[src/rtl/vga_scan_reader.sv]
`default_nettype none
// ============================================================================
// Module  : vga_scan_reader
// Brief   : 640x480@60 scan-out of a 256x256 video RAM image (top-left, black
//           elsewhere); one pixel per two Clocks, two-stage aligned pipeline.
// Revision: 1.0 - initial release
// ============================================================================
module vga_scan_reader #(
    parameter int H_VISIBLE = 640,
    parameter int H_FRONT   = 16,
    parameter int H_SYNC    = 96,
    parameter int H_BACK    = 48,
    parameter int V_VISIBLE = 480,
    parameter int V_FRONT   = 10,
    parameter int V_SYNC    = 2,
    parameter int V_BACK    = 33,
    parameter int IMG_W     = 256,
    parameter int IMG_H     = 256
) (
    input  logic        Clock,
    input  logic        Reset,
    output logic [15:0] oReadAddress,
    input  logic [2:0]  iReadData,
    output logic        oVGA_R,
    output logic        oVGA_G,
    output logic        oVGA_B,
    output logic        oHSync,
    output logic        oVSync,
    output logic        oFrameStart
);

    localparam int c_H_TOTAL = H_VISIBLE + H_FRONT + H_SYNC + H_BACK;
    localparam int c_V_TOTAL = V_VISIBLE + V_FRONT + V_SYNC + V_BACK;
    // At least 9 bits so the 8-bit address slice and IMG_W/IMG_H=256 always fit
    localparam int c_HW = ($clog2(c_H_TOTAL) > 9) ? $clog2(c_H_TOTAL) : 9;
    localparam int c_VW = ($clog2(c_V_TOTAL) > 9) ? $clog2(c_V_TOTAL) : 9;

    localparam logic [c_HW-1:0] c_H_LAST   = c_HW'(c_H_TOTAL - 1);
    localparam logic [c_HW-1:0] c_H_VIS    = c_HW'(H_VISIBLE);
    localparam logic [c_HW-1:0] c_H_IMG    = c_HW'(IMG_W);
    localparam logic [c_HW-1:0] c_HS_BEGIN = c_HW'(H_VISIBLE + H_FRONT);
    localparam logic [c_HW-1:0] c_HS_END   = c_HW'(H_VISIBLE + H_FRONT + H_SYNC);
    localparam logic [c_VW-1:0] c_V_LAST   = c_VW'(c_V_TOTAL - 1);
    localparam logic [c_VW-1:0] c_V_VIS    = c_VW'(V_VISIBLE);
    localparam logic [c_VW-1:0] c_V_IMG    = c_VW'(IMG_H);
    localparam logic [c_VW-1:0] c_VS_BEGIN = c_VW'(V_VISIBLE + V_FRONT);
    localparam logic [c_VW-1:0] c_VS_END   = c_VW'(V_VISIBLE + V_FRONT + V_SYNC);

    logic            r_phase;
    logic [c_HW-1:0] r_hcount;
    logic [c_VW-1:0] r_vcount;

    logic            r_in_img;
    logic            r_visible;
    logic            r_hs;
    logic            r_vs;
    logic            r_first;

    logic [15:0]     r_addr;
    logic [2:0]      r_rgb;
    logic            r_hsync;
    logic            r_vsync;
    logic            r_frame_start;

    logic            w_tick;
    logic            w_in_img;
    logic            w_visible;
    logic            w_hs;
    logic            w_vs;
    logic            w_first;
    logic [15:0]     w_addr;

    assign w_tick    = r_phase;
    assign w_in_img  = (r_hcount < c_H_IMG) && (r_vcount < c_V_IMG);
    assign w_visible = (r_hcount < c_H_VIS) && (r_vcount < c_V_VIS);
    assign w_hs      = !((r_hcount >= c_HS_BEGIN) && (r_hcount < c_HS_END));
    assign w_vs      = !((r_vcount >= c_VS_BEGIN) && (r_vcount < c_VS_END));
    assign w_first   = (r_hcount == '0) && (r_vcount == '0);
    assign w_addr    = w_in_img ? {r_vcount[7:0], r_hcount[7:0]} : 16'd0;

    always_ff @(posedge Clock or posedge Reset) begin
        if (Reset) begin
            r_phase  <= 1'b0;
            r_hcount <= '0;
            r_vcount <= '0;
        end else begin
            r_phase <= ~r_phase;
            if (w_tick) begin
                if (r_hcount == c_H_LAST) begin
                    r_hcount <= '0;
                    r_vcount <= (r_vcount == c_V_LAST) ? '0 : r_vcount + 1'b1;
                end else begin
                    r_hcount <= r_hcount + 1'b1;
                end
            end
        end
    end

    // Stage 1: issue the RAM read and carry the pixel attributes alongside it
    always_ff @(posedge Clock or posedge Reset) begin
        if (Reset) begin
            r_addr    <= 16'd0;
            r_in_img  <= 1'b0;
            r_visible <= 1'b0;
            r_hs      <= 1'b1;
            r_vs      <= 1'b1;
            r_first   <= 1'b0;
        end else if (w_tick) begin
            r_addr    <= w_addr;
            r_in_img  <= w_in_img;
            r_visible <= w_visible;
            r_hs      <= w_hs;
            r_vs      <= w_vs;
            r_first   <= w_first;
        end
    end

    // Stage 2: RAM data has had one full Clock to settle by the next tick
    always_ff @(posedge Clock or posedge Reset) begin
        if (Reset) begin
            r_rgb         <= 3'b000;
            r_hsync       <= 1'b1;
            r_vsync       <= 1'b1;
            r_frame_start <= 1'b0;
        end else begin
            r_frame_start <= w_tick & r_first;
            if (w_tick) begin
                r_rgb   <= (r_in_img && r_visible) ? iReadData : 3'b000;
                r_hsync <= r_hs;
                r_vsync <= r_vs;
            end
        end
    end

    assign oReadAddress = r_addr;
    assign oVGA_R       = r_rgb[2];
    assign oVGA_G       = r_rgb[1];
    assign oVGA_B       = r_rgb[0];
    assign oHSync       = r_hsync;
    assign oVSync       = r_vsync;
    assign oFrameStart  = r_frame_start;

endmodule
`default_nettype wire

[config.mk]
export PLATFORM = sky130hd
export DESIGN_NAME = vga_scan_reader
export DESIGN_NICKNAME = d
export VERILOG_FILES = /design/src/rtl/vga_scan_reader.sv
export SDC_FILE = /design/constraint.sdc
export NUM_CORES = 1
export LEC_CHECK = 0
export BUFFER_PORTS_ARGS = -buffer_cell sky130_fd_sc_hd__clkbuf_2
export CAP_MARGIN = 20
export CELL_PAD_IN_SITES_DETAIL_PLACEMENT = 1
export CELL_PAD_IN_SITES_GLOBAL_PLACEMENT = 1
export CORE_ASPECT_RATIO = 0.7
export CORE_MARGIN = 4
export CORE_UTILIZATION = 40
export CTS_CLUSTER_SIZE = 20
export DETAILED_ROUTE_END_ITERATION = 16
export PLACE_DENSITY = 0.73
export SKIP_LAST_GASP = 1
export SLEW_MARGIN = 40
export SYNTH_ARGS = -nofsm -noshare
export SYNTH_HDL_FRONTEND = slang
export SYNTH_SLANG_ARGS = --single-unit
[constraint.sdc]
create_clock -name Clock -period 1.9 [get_ports Clock]
set_input_delay 0.38 -clock Clock [delete_from_list [all_inputs] [get_ports Clock]]
set_output_delay 0.38 -clock Clock [all_outputs]
set_load 0.1 [all_outputs]
==> metrics.csv, run 1 <==
stage;metric;value;unit
placement;IO Port Bufs;26;
cts;post-cts repair resize count;0;
cts;CTS tree;done;
critical_path;Worst R2R Start;r_hcount[0];
critical_path;Worst setup EP type;flip-flop;
cts;root buf cell;clkbuf_8;
grt;GRT overflow;0;
run;max-capacitance violation count;0;
cts;hold_buf cts;0;
yosys;Yosys warnings;0;
finish;post-route cell area;2540;um2
placement;Placement Cell Area;2410;um2
route;vias;1625;
yosys;Syn Inst Count;185;
critical_path;Max FO, Critical Path;7;
cts;clk_lat worst skew;0.30;ns
critical_path;CP most frequent cell;buf_4;
placement;gpl congestion;0.779;
finish;commonest non-fill, non-tap cell in the layout;dfrtp_1;
cts;Bufs on Longest Clock Path;2;
route;Avg Vias per Cell;5.47;
critical_path;CP Launch Type;flip-flop;
sta;minimum clock period;1.80;ns
cts;clock-pin slew on the worst setup and hold paths;0.09;ns
critical_path;Worst Path Class, Setup;flip-flop to flip-flop;
route;final antenna-violating net count;0;
grt;maximum number of pins on one net before global-route repair;49;
sta;Final Hold Viols;0;
yosys;sequential-to-total area share from yosys stat;57.9;%
floorplanning;die area;6440;um2
route;DR iter-0 viols;103;
yosys;Unique masters post-synth;40;
grt;initial antenna violation count;0;
floorplanning;Die Span Y;68.4;um
yosys;share of Yosys cell area claimed by the top area cell type;52.9;%
power;Peak supply drop;0.379;mV
finish;total inserted antenna cells;0;
grt;first-pass GRT wire length;8.74;mm
floorplanning;Core Region;4910;um2
sta;slew of the pin with the lowest slew margin;0.553;ns
route;Pre-antenna DRT Iters;4;
yosys;synth top area cells;dfrtp_1, a22o_1, dfstp_2, nand3_1, xnor2_1;
critical_path;crit-path max cell delay;0.35;ns
sta;Setup-failing EPs final;0;
cts;clock sink count;48;
yosys;Mapped Area;2080;um2
power;P_leak;1.20;nW
grt;number of global-route vias before repair;1731;
sta;Final Max Tran Viols;0;
critical_path;ordered cell list for the critical path;buf_4 -> ha_1 -> nand4_1 -> buf_4 -> nor3_1 -> buf_4 -> and2_1 -> a2bb2oi_1;
route;drt wl/cell;17.3;um
finish;most frequent cells in the layout;dfrtp_1, clkbuf_2, buf_4;
sta;Worst Skew;0.0120;ns
yosys;cell taking the most area after synthesis;dfrtp_1;
sta;fmax;557;MHz
critical_path;R2R setup slack;0.10;ns
route;DRT Wirelength;5.14;mm
floorplanning;initial core utilization;42.4;%
sta;Final Cycle Share;94.5;%
yosys;Async S/R FF share, synth;100;%
worst_hold_path;Min-Delay Path Class;input port to asynchronous set/reset pin;
yosys;syn nets;194;
critical_path;CP arrival;1.98;ns
outcome;status;finished, final reports clean;
yosys;Primary FF master, synth;dfrtp_1;
floorplanning;width of the die;94.2;um
finish;area grow syn2layout;22.0;%
cts;H-Tree Depth;2;
critical_path;Setup crit start;r_hcount[0];
sta;Max-slew headroom;63.3;%
power;Power Density;733;nW/um2
yosys;Syn Area/Cell;11.3;um2
yosys;Post-synth EDFFs;0;
sta;worst hold slack;0.0857;ns
critical_path;Crit-path slowest cell;dfrtp_1;
finish;layout cells sized above 1;29.8;%
sta;RSZ-0062 raised after global routing;true;
yosys;#FFs+latches synth;48;
cts;TritonCTS buffer count;5;
critical_path;R2R depth;8;
floorplanning;Rows;21;
critical_path;Req. time, crit path;2.09;ns
grt;gr usage total;17.8;%
critical_path;reg2reg end;r_vcount[9];
cts;post-CTS setup buffer count;0;
placement;post-DP HPWL;3.74;mm
floorplanning;total I/O pin count;27;
route;DRC;0;
finish;Net count, final;236;
-- through the flow --
step	total power, mW	worst slack (ns)	utilization (%)	cells	setup TNS [ns]
floorplan	1.09	0.0241	-	185	0
global placement	1.11	0.182	49.0	289	0
detailed placement	1.11	0.0733	49.0	289	0
CTS	1.89	0.0680	51.5	297	0
global route	1.95	-0.0134	51.7	297	-0.0250
finish	1.86	0.105	51.7	297	0
-- layout make-up --
class	count	area [um2]
clock inverter	2	38.8
sequential	48	1210
tap	69	86.3
timing repair buffer	46	293
multi-input combinational	117	800
fill	562	2370
clock buffer	6	82.6
inverter	9	33.8
-- critical path, delay by kind of cell (launching register included) --
family	cells	cell delay, ns
DFF	1	0.35
AOI/OAI and AO/OA	1	0.06
and+or+nand+nor	3	0.55
buffers and inverters	3	0.53
adders and majority gates	1	0.19
-- synth_stat cells, types with 4 or more instances --
cell / instances
dfrtp_1: 44
a22o_1: 15
nand3_1: 13
nand2_1: 12
nor2_1: 10
o21ai_0: 10
inv_1: 8
xnor2_1: 6
clkbuf_1: 5
nor4_1: 5
buf_2: 4
dfstp_2: 4
ha_1: 4
nor3_1: 4
or3_1: 4
xor2_1: 4
-- report_power, final --
part	switching (mW)	total (mW)	internal (mW)	leakage [nW]
Combinational	0.0488	0.0600	0.0112	0.533
Clock	0.344	0.775	0.430	0.0614
Sequential	0.00189	1.03	1.02	0.606
-- worst max-delay path by stage --
stage                  end  cells after the start
2_1_floorplan  r_vcount[3]                      6
3_3_place_gp   r_vcount[3]                      4
3_5_place_dp   r_vcount[3]                      4
4_1_cts            r_first                      6
5_1_grt        r_vcount[2]                      8
6_report       r_vcount[9]                      8
-- kinds of logic after synthesis --
kind of cell    Yosys count  share of synthesized area, %
xor+xnor                 10                          4.21
mux                       2                          1.08
simple gates             61                          15.9
compound gates           40                          14.3
buf+inv                  20                          4.21
fa+ha+maj                 4                          2.40
flops                    48                          57.9
-- registers in the layout, indices dropped and copies added, names as in the netlist, 3 cells and up --
name          count
oReadAddress     16
r_hcount         10
r_vcount         10
r_rgb             3
-- routing by layer --
metal / vias to the layer above / part of all wire, % / global-route usage [%]
met4: 0 / 0.99 / 4.32
met2: 29 / 48 / 30.0
met5: - / 0 / 0
met1: 836 / 48 / 23.5
met3: 7 / 2.8 / 4.18
li1: 753 / - / -
No activity file was read; power rests on OpenSTA's default activity.
==> inputs of run 2 (changes only) <==
MAX_ROUTING_LAYER = met4   (was unset)
==> run 2 against run 1 <==
  * Cell count stayed put
  * Global-route usage rose by 0.60 points
  * Wire length is 0.97% lower
  * Non-clock buffer count did not move
  * First-iteration DRC count shrank 17%
  * Highest routed layer unchanged
  * Sequential cell count stayed put
  * Utilization did not move
  * Count of clock-buffer cells in the layout unchanged
  * Worst setup slack better by 0.016 ns
==> metrics.csv, run 2 (synthesis gave the netlist of run 1 again) <==
stage;metric;value;unit
cts;H-Tree Depth;2;
critical_path;Worst R2R Start;r_hcount[1];
worst_hold_path;Min-Delay Path Class;input port to asynchronous set/reset pin;
finish;area grow syn2layout;22.0;%
critical_path;R2R setup slack;0.12;ns
critical_path;CP arrival;1.99;ns
grt;number of global-route vias before repair;1727;
finish;Net count, final;236;
floorplanning;Rows;21;
sta;slew of the pin with the lowest slew margin;0.553;ns
cts;post-CTS setup buffer count;0;
cts;hold_buf cts;0;
sta;final setup margin;0.121;ns
floorplanning;die area;6440;um2
sta;Setup-failing EPs final;0;
critical_path;Worst setup EP type;flip-flop;
floorplanning;Die Span Y;68.4;um
run;max-capacitance violation count;0;
cts;TritonCTS buffer count;5;
cts;clock sink count;48;
route;DR iter-0 viols;86;
sta;Max-slew headroom;63.3;%
grt;maximum number of pins on one net before global-route repair;49;
power;Tot Pwr;1.86;mW
route;vias;1605;
sta;fmax;562;MHz
route;Avg Vias per Cell;5.40;
placement;Placement Cell Area;2410;um2
cts;Bufs on Longest Clock Path;2;
finish;post-route cell area;2540;um2
critical_path;Req. time, crit path;2.11;ns
sta;minimum clock period;1.78;ns
sta;RSZ-0062 raised after global routing;true;
cts;post-cts repair resize count;0;
finish;total inserted antenna cells;0;
cts;clk_lat worst skew;0.30;ns
grt;first-pass GRT wire length;8.78;mm
floorplanning;total I/O pin count;27;
route;DRC;0;
placement;IO Port Bufs;26;
route;DRT Wirelength;5.09;mm
grt;GRT overflow;0;
finish;fill count;562;
critical_path;Worst Path Class, Setup;flip-flop to flip-flop;
cts;root buf cell;clkbuf_8;
floorplanning;initial core utilization;42.4;%
critical_path;Max FO, Critical Path;4;
power;P_leak;1.20;nW
sta;Worst Skew;0.00818;ns
cts;CTS tree;done;
grt;initial antenna violation count;0;
placement;gpl congestion;0.790;
finish;commonest non-fill, non-tap cell in the layout;dfrtp_1;
critical_path;CP Launch Type;flip-flop;
critical_path;R2R depth;6;
critical_path;reg2reg end;r_first;
sta;Final Max Tran Viols;0;
finish;layout cells sized above 1;29.8;%
power;Power Density;734;nW/um2
floorplanning;Core Region;4910;um2
floorplanning;width of the die;94.2;um
sta;worst hold slack;0.0878;ns
outcome;status;finished, final reports clean;
route;Pre-antenna DRT Iters;4;
cts;clock-pin slew on the worst setup and hold paths;0.09;ns
grt;gr usage total;18.4;%
route;drt wl/cell;17.2;um
sta;Final Cycle Share;93.6;%
route;final antenna-violating net count;0;
placement;DP Worst Slack;0.0733;ns
finish;max reg flops;16;
sta;Final Hold Viols;0;
placement;post-DP HPWL;3.74;mm
power;Peak supply drop;0.379;mV
finish;most frequent cells in the layout;dfrtp_1, clkbuf_2, buf_4;
-- run 2: cell counts in the layout (fill, tap and decap cells not counted) --
Identical to the previous run, type by type.
-- run 2: worst max path at each step --
stage / start / to
floorplan: r_hcount[5] / r_vcount[3]
global placement: r_hcount[5] / r_vcount[3]
detailed placement: r_hcount[5] / r_vcount[3]
CTS: r_hcount[1] / r_first
global route: r_hcount[1] / r_first
finish: r_hcount[1] / r_first
-- run 2: area by class of cell --
type	instances	area, um2	area share [%]
Multi-Input combinational cell	117	800	31.5
Tap cell	69	86.3	3.40
Clock buffer	6	82.6	3.25
Timing Repair Buffer	46	293	11.5
Inverter	9	33.8	1.33
Clock inverter	2	38.8	1.53
Sequential cell	48	1210	47.5
-- run 2: critical path, cell delays in order, from the launching register on --
cell     delay, ns
dfrtp_1       0.42
inv_1         0.09
ha_1          0.14
or4b_2        0.60
nor4_2        0.18
nand4_1       0.14
o21ai_0       0.12
-- run 2: routing by layer --
metal  vias up  track usage, %  share of wire, %
met4         0            4.32              0.88
met1       828            23.8                47
met3         5            4.18               3.5
met5         -               -                 0
li1        747               -                 -
met2        25            29.9                49
-- run 2: report_power, final --
group	internal [mW]	switching, mW
logic	0.0112	0.0487
registers	1.02	0.00187
clock network	0.431	0.347
total	1.47	0.398
-- run 2: metrics by stage --
step | utilization, % | cells | TNS, ns
2_1_floorplan | - | 185 | 0
3_3_place_gp | 49.0 | 289 | 0
3_5_place_dp | 49.0 | 289 | 0
4_1_cts | 51.5 | 297 | 0
5_1_grt | 51.7 | 297 | -0.0224
6_report | 51.7 | 297 | 0
==> inputs of run 3 (changes only) <==
CORE_UTILIZATION = 45   (was 40)
PLACE_DENSITY = 0.77   (was 0.73)
clock period = 1.7 ns   (was 1.9 ns; I/O delays follow)
==> run 3 against run 2 <==
  * The run now ends with negative setup slack left
  * Worst setup slack worse by 0.16 ns
  * Sequential cell count unchanged
  * Utilization is 8.1 points higher
  * Global-route usage grew 3.2 points
  * Non-clock buffer count up 9
  * Final area grew 3.6%
  * Wire length grew 8.6%
  * Register-to-register slack worse by 0.16 ns
  * Clock skew down 0.0021 ns
  * Critical path type unchanged
  * Critical endpoint is now r_vcount[3]
  * Highest routed layer unchanged
==> metrics.csv, run 3 (synthesis gave the netlist of run 1 again) <==
stage;metric;value;unit
critical_path;Worst Path Class, Setup;flip-flop to flip-flop;
worst_hold_path;Min-Delay Path Class;input port to flip-flop;
cts;Bufs on Longest Clock Path;2;
critical_path;Worst setup EP type;flip-flop;
grt;initial antenna violation count;0;
floorplanning;die area;5800;um2
power;Sw Share;21.7;%
sta;fmax;574;MHz
finish;post-route cell area;2630;um2
sta;Setup-failing EPs final;1;
route;DRT Wirelength;5.53;mm
placement;Placed Cells;281;
sta;Final Cycle Share;102;%
power;Tot Pwr;2.04;mW
sta;slew of the pin with the lowest slew margin;0.549;ns
finish;final cell count without fillers;292;
run;max-capacitance violation count;0;
grt;gr usage total;21.6;%
route;drt wl/cell;18.9;um
sta;RSZ-0062 raised after global routing;true;
placement;Placement Cell Area;2440;um2
cts;root buf cell;clkbuf_8;
sta;final setup margin;-0.0407;ns
critical_path;R2R depth;4;
finish;most frequent cells in the layout;dfrtp_1, buf_4, clkbuf_2;
cts;clock sink count;48;
route;DR iter-0 viols;73;
route;Avg Vias per Cell;5.70;
finish;commonest non-fill, non-tap cell in the layout;dfrtp_1;
floorplanning;Die Span Y;64.9;um
finish;Net count, final;245;
power;Clock power frac;40.3;%
worst_hold_path;Worst Hold Depth;3;
cts;clk_lat worst skew;0.30;ns
power;P_leak;1.24;nW
placement;post-DP HPWL;3.95;mm
route;DRC;0;
power;Power Density;774;nW/um2
finish;max reg flops;16;
cts;TritonCTS buffer count;5;
placement;gpl congestion;0.821;
route;final antenna-violating net count;0;
sta;worst hold slack;0.255;ns
grt;number of global-route vias before repair;1780;
sta;Final Hold Viols;0;
outcome;status;finished with violations;
power;Switching Power;441;uW
placement;DP Worst Slack;-0.0779;ns
grt;maximum number of pins on one net before global-route repair;33;
critical_path;Req. time, crit path;1.93;ns
floorplanning;total I/O pin count;27;
sta;Setup TNS;-0.0407;ns
critical_path;Max FO, Critical Path;6;
outcome;failing checks;negative setup slack;
finish;area grow syn2layout;26.4;%
sta;minimum clock period;1.74;ns
route;vias;1665;
grt;GRT overflow;0;
floorplanning;Core Region;4400;um2
critical_path;CP arrival;1.97;ns
sta;Final Max Tran Viols;0;
finish;Final Core Density;59.8;%
floorplanning;initial core utilization;47.3;%
floorplanning;width of the die;89.3;um
placement;IO Port Bufs;26;
cts;H-Tree Depth;2;
finish;layout cells sized above 1;35.0;%
critical_path;CP Launch Type;flip-flop;
sta;Worst Skew;0.00608;ns
finish;total inserted antenna cells;0;
floorplanning;Rows;20;
power;Comb pwr share;3.4;%
grt;first-pass GRT wire length;9.17;mm
power;Power Internal;1.60;mW
cts;CTS tree;done;
power;Peak supply drop;0.510;mV
finish;fill count;479;
route;Pre-antenna DRT Iters;4;
sta;Max-slew headroom;63.5;%
cts;clock-pin slew on the worst setup and hold paths;0.09;ns
power;Reg power frac;56.3;%
[run 3: changes by cell type in the layout (fill, tap and decap cells not counted), moves of 2 or more]
cell	change
buf_4	+10
nor3_1	-3
nor3_2	+3
clkbuf_2	-2
nor4_1	-2
[run 3: what timing repair did]
item,in CTS,in global routing
pin swaps,0,1
hold buffers,1,0
hold endpoints to repair,5,0
setup endpoints to repair,4,10
resized for setup,4,8
setup buffers,1,1
[run 3: critical path, stage by stage (launching register included)]
cell and delay (ns):
dfrtp_1 0.40, or3_4 0.43, or3_4 0.42, or3_1 0.33, o21ai_1 0.09
[run 3: worst paths after layout]
kind / from / to / slack (ns)
worst max-delay path: r_hcount[7] / r_vcount[3] / -0.04
worst min-delay path: iReadData[2] / r_rgb[2] / 0.26
worst max register to register: r_hcount[7] / r_vcount[3] / -0.04
worst min register to register: r_first / oFrameStart / 0.48
max in group asynchronous: Reset / oHSync / 0.59
min in group asynchronous: Reset / r_in_img / 0.54
[run 3: layout make-up]
type / count / area, um2 / share of cell area (%)
Inverter: 9 / 33.8 / 1.28
Clock inverter: 2 / 35.0 / 1.33
Tap cell: 55 / 68.8 / 2.61
Timing Repair Buffer: 55 / 368 / 14.0
Clock buffer: 6 / 72.6 / 2.76
Multi-Input combinational cell: 117 / 847 / 32.2
Sequential cell: 48 / 1210 / 45.9
[run 3: metal layers]
metal | up-vias | wire length, um | global-route usage [%]
li1 | 762 | - | -
met1 | 861 | 2570 | 29.2
met2 | 36 | 2710 | 34.2
met3 | 6 | 205 | 3.81
met4 | 0 | 44 | 5.02
met5 | - | 0 | -
[run 3: power groups by stage]
stage               sequential, mW  clock (mW)  combinational, mW
floorplan                     1.20           0             0.0198
global placement              1.17           0             0.0672
detailed placement            1.17           0             0.0697
CTS                           1.15       0.832             0.0712
global route                  1.15       0.893             0.0766
finish                        1.15       0.821             0.0689
